File: src/rtl/btc_enc_buf_ctrl.sv
// Bank controller for the BTC encoder input buffer: tracks filled banks, latches per-frame
// code modes and starts the engine on the oldest bank. Optional stats: BTC_ENC_BUF_CTRL_STAT_EN.
`timescale 1ns/1ps

package btc_enc_buf_ctrl_pkg;
  typedef logic [3:0] btc_code_mode_t;
  typedef logic [1:0] btc_short_mode_t;
endpackage

module btc_enc_buf_ctrl
  import btc_enc_buf_ctrl_pkg::*;
#(
  parameter int pBANK_NUM = 2,
  parameter int pBANK_W   = 1
) (
  input  logic                 iclk,
  input  logic                 ireset,
  input  logic                 iclkena,
  input  btc_code_mode_t       ixmode,
  input  btc_code_mode_t       iymode,
  input  btc_short_mode_t      ismode,
  input  logic                 iwfull,
  output logic [pBANK_W-1:0]   owbank,
  output logic                 ofulla,
  output logic                 oemptya,
  output logic                 ostart,
  output logic [pBANK_W-1:0]   orbank,
  output btc_code_mode_t       oxmode,
  output btc_code_mode_t       oymode,
  output btc_short_mode_t      osmode,
  input  logic                 idone,
`ifdef BTC_ENC_BUF_CTRL_STAT_EN
  output logic [15:0]          ofrm_cnt,
  output logic [pBANK_W:0]     omax_used,
`endif
  output logic                 oerr
);

  localparam logic [pBANK_W:0]   cFULL = (pBANK_W+1)'(pBANK_NUM);
  localparam logic [pBANK_W-1:0] cLAST = pBANK_W'(pBANK_NUM-1);

  typedef enum logic [0:0] {IDLE = 1'b0, RUN = 1'b1} state_t;

  function automatic logic [pBANK_W-1:0] ptr_inc(input logic [pBANK_W-1:0] p);
    return (p == cLAST) ? '0 : p + pBANK_W'(1);
  endfunction

  state_t                state_r, state_nxt_s;
  logic [pBANK_W-1:0]    wr_ptr_r, rd_ptr_r;
  logic [pBANK_W:0]      used_r, used_nxt_s;
  logic                  ostart_r, ostart_nxt_s;
  logic                  oerr_r;
  logic                  rd_done_s, wr_ok_s, err_s;
  btc_code_mode_t        xmode_r [pBANK_NUM];
  btc_code_mode_t        ymode_r [pBANK_NUM];
  btc_short_mode_t       smode_r [pBANK_NUM];

  // Accept/reject decisions and next occupancy; a finishing bank frees room for a same-cycle write
  always_comb begin
    rd_done_s = (state_r == RUN) & idone & ~ostart_r;
    wr_ok_s   = iwfull & ((used_r != cFULL) | rd_done_s);
    err_s     = (iwfull & ~wr_ok_s) | (idone & ~rd_done_s);
    case ({wr_ok_s, rd_done_s})
      2'b10:   used_nxt_s = used_r + (pBANK_W+1)'(1);
      2'b01:   used_nxt_s = used_r - (pBANK_W+1)'(1);
      default: used_nxt_s = used_r;
    endcase
  end

  // Reader FSM next state and start pulse
  always_comb begin
    state_nxt_s  = state_r;
    ostart_nxt_s = 1'b0;
    case (state_r)
      IDLE: begin
        if (used_r != '0) begin
          state_nxt_s  = RUN;
          ostart_nxt_s = 1'b1;
        end else begin
          state_nxt_s  = IDLE;
        end
      end
      RUN: begin
        if (rd_done_s) begin
          state_nxt_s = IDLE;
        end else begin
          state_nxt_s = RUN;
        end
      end
      default: state_nxt_s = IDLE;
    endcase
  end

  // Pointer, occupancy, FSM and error-flag registers
  always_ff @(posedge iclk or negedge ireset) begin
    if (!ireset) begin
      state_r  <= IDLE;
      wr_ptr_r <= '0;
      rd_ptr_r <= '0;
      used_r   <= '0;
      ostart_r <= 1'b0;
      oerr_r   <= 1'b0;
    end else if (iclkena) begin
      state_r  <= state_nxt_s;
      ostart_r <= ostart_nxt_s;
      used_r   <= used_nxt_s;
      if (wr_ok_s)   wr_ptr_r <= ptr_inc(wr_ptr_r);
      if (rd_done_s) rd_ptr_r <= ptr_inc(rd_ptr_r);
      if (err_s)     oerr_r   <= 1'b1;
    end
  end

  // Per-bank mode slots, written when the source closes a bank
  always_ff @(posedge iclk or negedge ireset) begin
    if (!ireset) begin
      for (int i = 0; i < pBANK_NUM; i++) begin
        xmode_r[i] <= '0;
        ymode_r[i] <= '0;
        smode_r[i] <= '0;
      end
    end else if (iclkena && wr_ok_s) begin
      xmode_r[wr_ptr_r] <= ixmode;
      ymode_r[wr_ptr_r] <= iymode;
      smode_r[wr_ptr_r] <= ismode;
    end
  end

`ifdef BTC_ENC_BUF_CTRL_STAT_EN
  logic [15:0]      frm_cnt_r;
  logic [pBANK_W:0] max_used_r;

  // Completed-frame counter and occupancy high-water mark
  always_ff @(posedge iclk or negedge ireset) begin
    if (!ireset) begin
      frm_cnt_r  <= '0;
      max_used_r <= '0;
    end else if (iclkena) begin
      if (rd_done_s)                 frm_cnt_r  <= frm_cnt_r + 16'd1;
      if (used_nxt_s > max_used_r)   max_used_r <= used_nxt_s;
    end
  end

  assign ofrm_cnt  = frm_cnt_r;
  assign omax_used = max_used_r;
`endif

  assign owbank  = wr_ptr_r;
  assign orbank  = rd_ptr_r;
  assign ostart  = ostart_r;
  assign oerr    = oerr_r;
  assign ofulla  = (used_r == cFULL);
  assign oemptya = (used_r == '0) & (state_r == IDLE);
  assign oxmode  = xmode_r[rd_ptr_r];
  assign oymode  = ymode_r[rd_ptr_r];
  assign osmode  = smode_r[rd_ptr_r];

endmodule

File: config.mk
export PLATFORM = sky130hd
export DESIGN_NAME = btc_enc_buf_ctrl
export DESIGN_NICKNAME = d
export VERILOG_FILES = /design/src/rtl/btc_enc_buf_ctrl.sv
export SDC_FILE = /design/constraint.sdc
export NUM_CORES = 1
export LEC_CHECK = 0
export ABC_AREA = 1
export CELL_PAD_IN_SITES_DETAIL_PLACEMENT = 1
export CELL_PAD_IN_SITES_GLOBAL_PLACEMENT = 1
export CORE_ASPECT_RATIO = 0.7
export CORE_MARGIN = 2
export CORE_UTILIZATION = 36
export DETAILED_ROUTE_END_ITERATION = 10
export DONT_BUFFER_PORTS = 1
export MAX_ROUTING_LAYER = met4
export PLACE_DENSITY = 0.64
export SLEW_MARGIN = 20
export SYNTH_ARGS = -nofsm -noshare
export SYNTH_HDL_FRONTEND = slang
export SYNTH_SLANG_ARGS = --single-unit
File: constraint.sdc
create_clock -name iclk -period 2.15 [get_ports iclk]
set_input_delay 0.215 -clock iclk [delete_from_list [all_inputs] [get_ports iclk]]
set_output_delay 0.215 -clock iclk [all_outputs]
set_load 0.02 [all_outputs]
==> out/summary.txt <==
Status -> completed
Global route hottest layer -> met2
Dpl cell area -> 0.001375 mm^2
Sequential Power Share -> 0.424
IO Pins -> 31
Pre-antenna DRT Iters -> 4
Total die area -> 0.004219 mm^2
Design area -> 0.001450 mm^2
Layout cell share with drive strength beyond 1 -> 0.1724
Initial antenna violation count -> 0
Sink Count -> 27
Leak Pwr -> 0.7296 nW
Fin crit share -> 0.8002
Drt drc -> 0
CP Capture Type -> output port
Max Fclk -> 581.2 MHz
Power share of the combinational group -> 0.448
Cell Pwr Density -> 1536 mW/mm^2
Yosys cell types -> 23
Setup TNS -> 0 ns
M1 GR Usage -> 0.2127
Clock transition at the registers of the reported paths -> 0.09 ns
Vias per cell -> 5.282
Largest net degree at the start of global routing -> 30
Unrepaired setup endpoints after global routing -> false
Least-Margin Pin Slew -> 0.6451 ns
Syn_area_per_cell -> 9.336 um^2
Cell count after placement -> 189
Post-CTS Setup Bufs -> 0
Vias -> 1,030
PnR Total Power -> 2.228 mW
Synth warnings -> 0
GRT overflow -> 0
Seq cells post-synth -> 27
Syn nets -> 159
Worst skew pair latency -> 0.27 ns
Sw power -> 0.9987 mW
# setup viols final -> 0
Top_reg_cell synth -> dfrtp_1
Clock skew -> 0.001773 ns
Top post-synthesis cells by area -> dfrtp_1 51%, nand2_1 13%, nand4_1 9.8%
Worst Hold Class -> primary input to flop
Fin cells -> 195
Hpwl dp -> 2201 um
Crit Path Category -> flop to output port
Crit path arrival time -> 1.51 ns
Post-synth EDFFs -> 0
H-tree depth -> 1
Placer's final routability congestion estimate -> 0.8026
Area share of the largest cell type after synthesis -> 0.5061
Async set-reset flop share out of synthesis -> 1.000
All-Layer GR Usage -> 0.1787
GR met2 Demand/Resource -> 0.3012
Antenna Cells -> 0
Syn Std Cell Area -> 0.001335 mm^2
Final hold vios -> 0
Die Wd -> 76.79 um
Die Ht -> 54.95 um
Std-Cell Rows -> 18
Top post-synthesis cells by count -> 48 x nand2_1, 27 x dfrtp_1, 21 x nand4_1, 10 x mux2_2, 9 x inv_1
Vias in the first global route -> 1,078
Drt wl/cell -> 17.19 um
Fill cells -> 415
Slew Viols, Final -> 0
Hold_ws -> 0.03071 ns
P&R area growth vs syn -> 8.622%
Peak supply drop -> 428.9 uV
Met3 usage -> 0.04545
Clock Path Buffers -> 2
Port Buf Inserts -> 0
Sequential share of the synthesized area -> 0.5061
Most numerous cell in the Yosys netlist -> nand2_1
Final-stage net count -> 162
Crit path required time -> 1.93 ns
Number of max-cap violations -> 0
Fin crit period -> 1.720 ns
Global-route wire length before repair -> 5416 um
Crit start category -> flop
Clk pwr share -> 0.128
Area leader, netlist -> dfrtp_1
Iteration-0 DRC Markers -> 69
TritonCTS Buffers -> 3
ANT nets after route -> 0
Worst slew margin -> 0.5666
Initial Utilization -> 0.3776
Root Driver -> clkbuf_8
CTS tree -> built
Switch share -> 0.4483
Critical Path Fanout Max -> 8
Drt total wl -> 3353 um
Core box area -> 0.003536 mm^2
Pint -> 1.229 mW
Syn Inst Count -> 143
[power by group through the flow]
stage	logic, mW	clock network [mW]	registers, mW
after floorplan	0.837	0	0.899
after global placement	0.947	0	0.938
after detailed placement	0.984	0	0.955
after CTS	1.01	0.298	0.947
after global routing	1.09	0.322	0.983
final	0.997	0.286	0.944
[logic make-up (layout without fill, tap and decap cells)]
logic type               Yosys count  in the layout  share of synthesized area
AO/OA/AOI/OAI                      5              5                    0.02812
XOR/XNOR                           3              3                    0.01968
adder cells (fa/ha/maj)            1              1                   0.009371
buffers and inverters             19             21                    0.07310
flip-flops                        27             27                     0.5061
multiplexers                      10             10                    0.08435
AND/OR/NAND/NOR                   78             78                     0.2793
[sequential cells by signal, summed over array words and instances, names as in the netlist]
register and count:
used_r 2, ymode_r 8, ostart 1, xmode_r 8, oerr 1, smode_r 4
owbank 1, orbank 1, state_r 1
[placed cells by master, fill, tap and decap left out]
master	count
nand2_1	48
dfrtp_1	27
nand4_1	21
mux2_2	10
inv_1	9
buf_4	5
nor2_1	3
clkbuf_8	3
o21ai_0	2
xor2_1	2
inv_2	1
nor2_4	1
nand3_2	1
a21oi_4	1
nor3_1	1
nand2_2	1
a21oi_1	1
nand3_1	1
o22ai_1	1
nand4_2	1
xnor2_1	1
ha_1	1
clkbuf_1	1
buf_12	1
dlygate4sd3_1	1
[critical path, stage by stage (launching register included)]
cell	delay (ns)
dfrtp_1	0.57
buf_4	0.26
mux2_2	0.41
[cell type report]
cell class | instances | area (um^2) | area share
clock buffers | 4 | 45.04 | 0.03106
inverters | 10 | 37.54 | 0.02588
multi-input cells | 97 | 561.8 | 0.3874
flip-flops and latches | 27 | 675.6 | 0.4659
repair buffers | 7 | 67.56 | 0.04659
well taps | 50 | 62.56 | 0.04314
[final timing paths]
check | from | to | slack [ns] | depth (start not counted)
min reg2reg | smode_r[1] | smode_r[1] | 0.48 | 2
max reg2reg | ostart | used_r[1] | 0.45 | 9
max | orbank | oymode[0] | 0.43 | 2
min | iclkena | ostart | 0.03 | 1
min in group asynchronous | ireset | used_r[1] | 0.39 | 2
max in group asynchronous | ireset | ymode_r[4] | 1.61 | 2
[metal layers]
metal | wire (um) | part of all wire
met1 | 1459 | 0.44
met2 | 1641 | 0.49
met3 | 188 | 0.056
met4 | 64 | 0.019
met5 | 0 | 0
[timing repair]
item / CTS / global route
hold buffers: 2 / 0
resized for setup: 0 / 0
hold endpoints to repair: 27 / 0
[per-stage QoR]
step                setup WS (ns)  utilization
global route               0.2477       0.4101
finish                     0.4295       0.4101
CTS                        0.3796       0.4101
global placement           0.5396       0.3889
detailed placement         0.4768       0.3889
floorplan                  0.4144            -
Note: power is estimated with default switching activity, not from simulation.
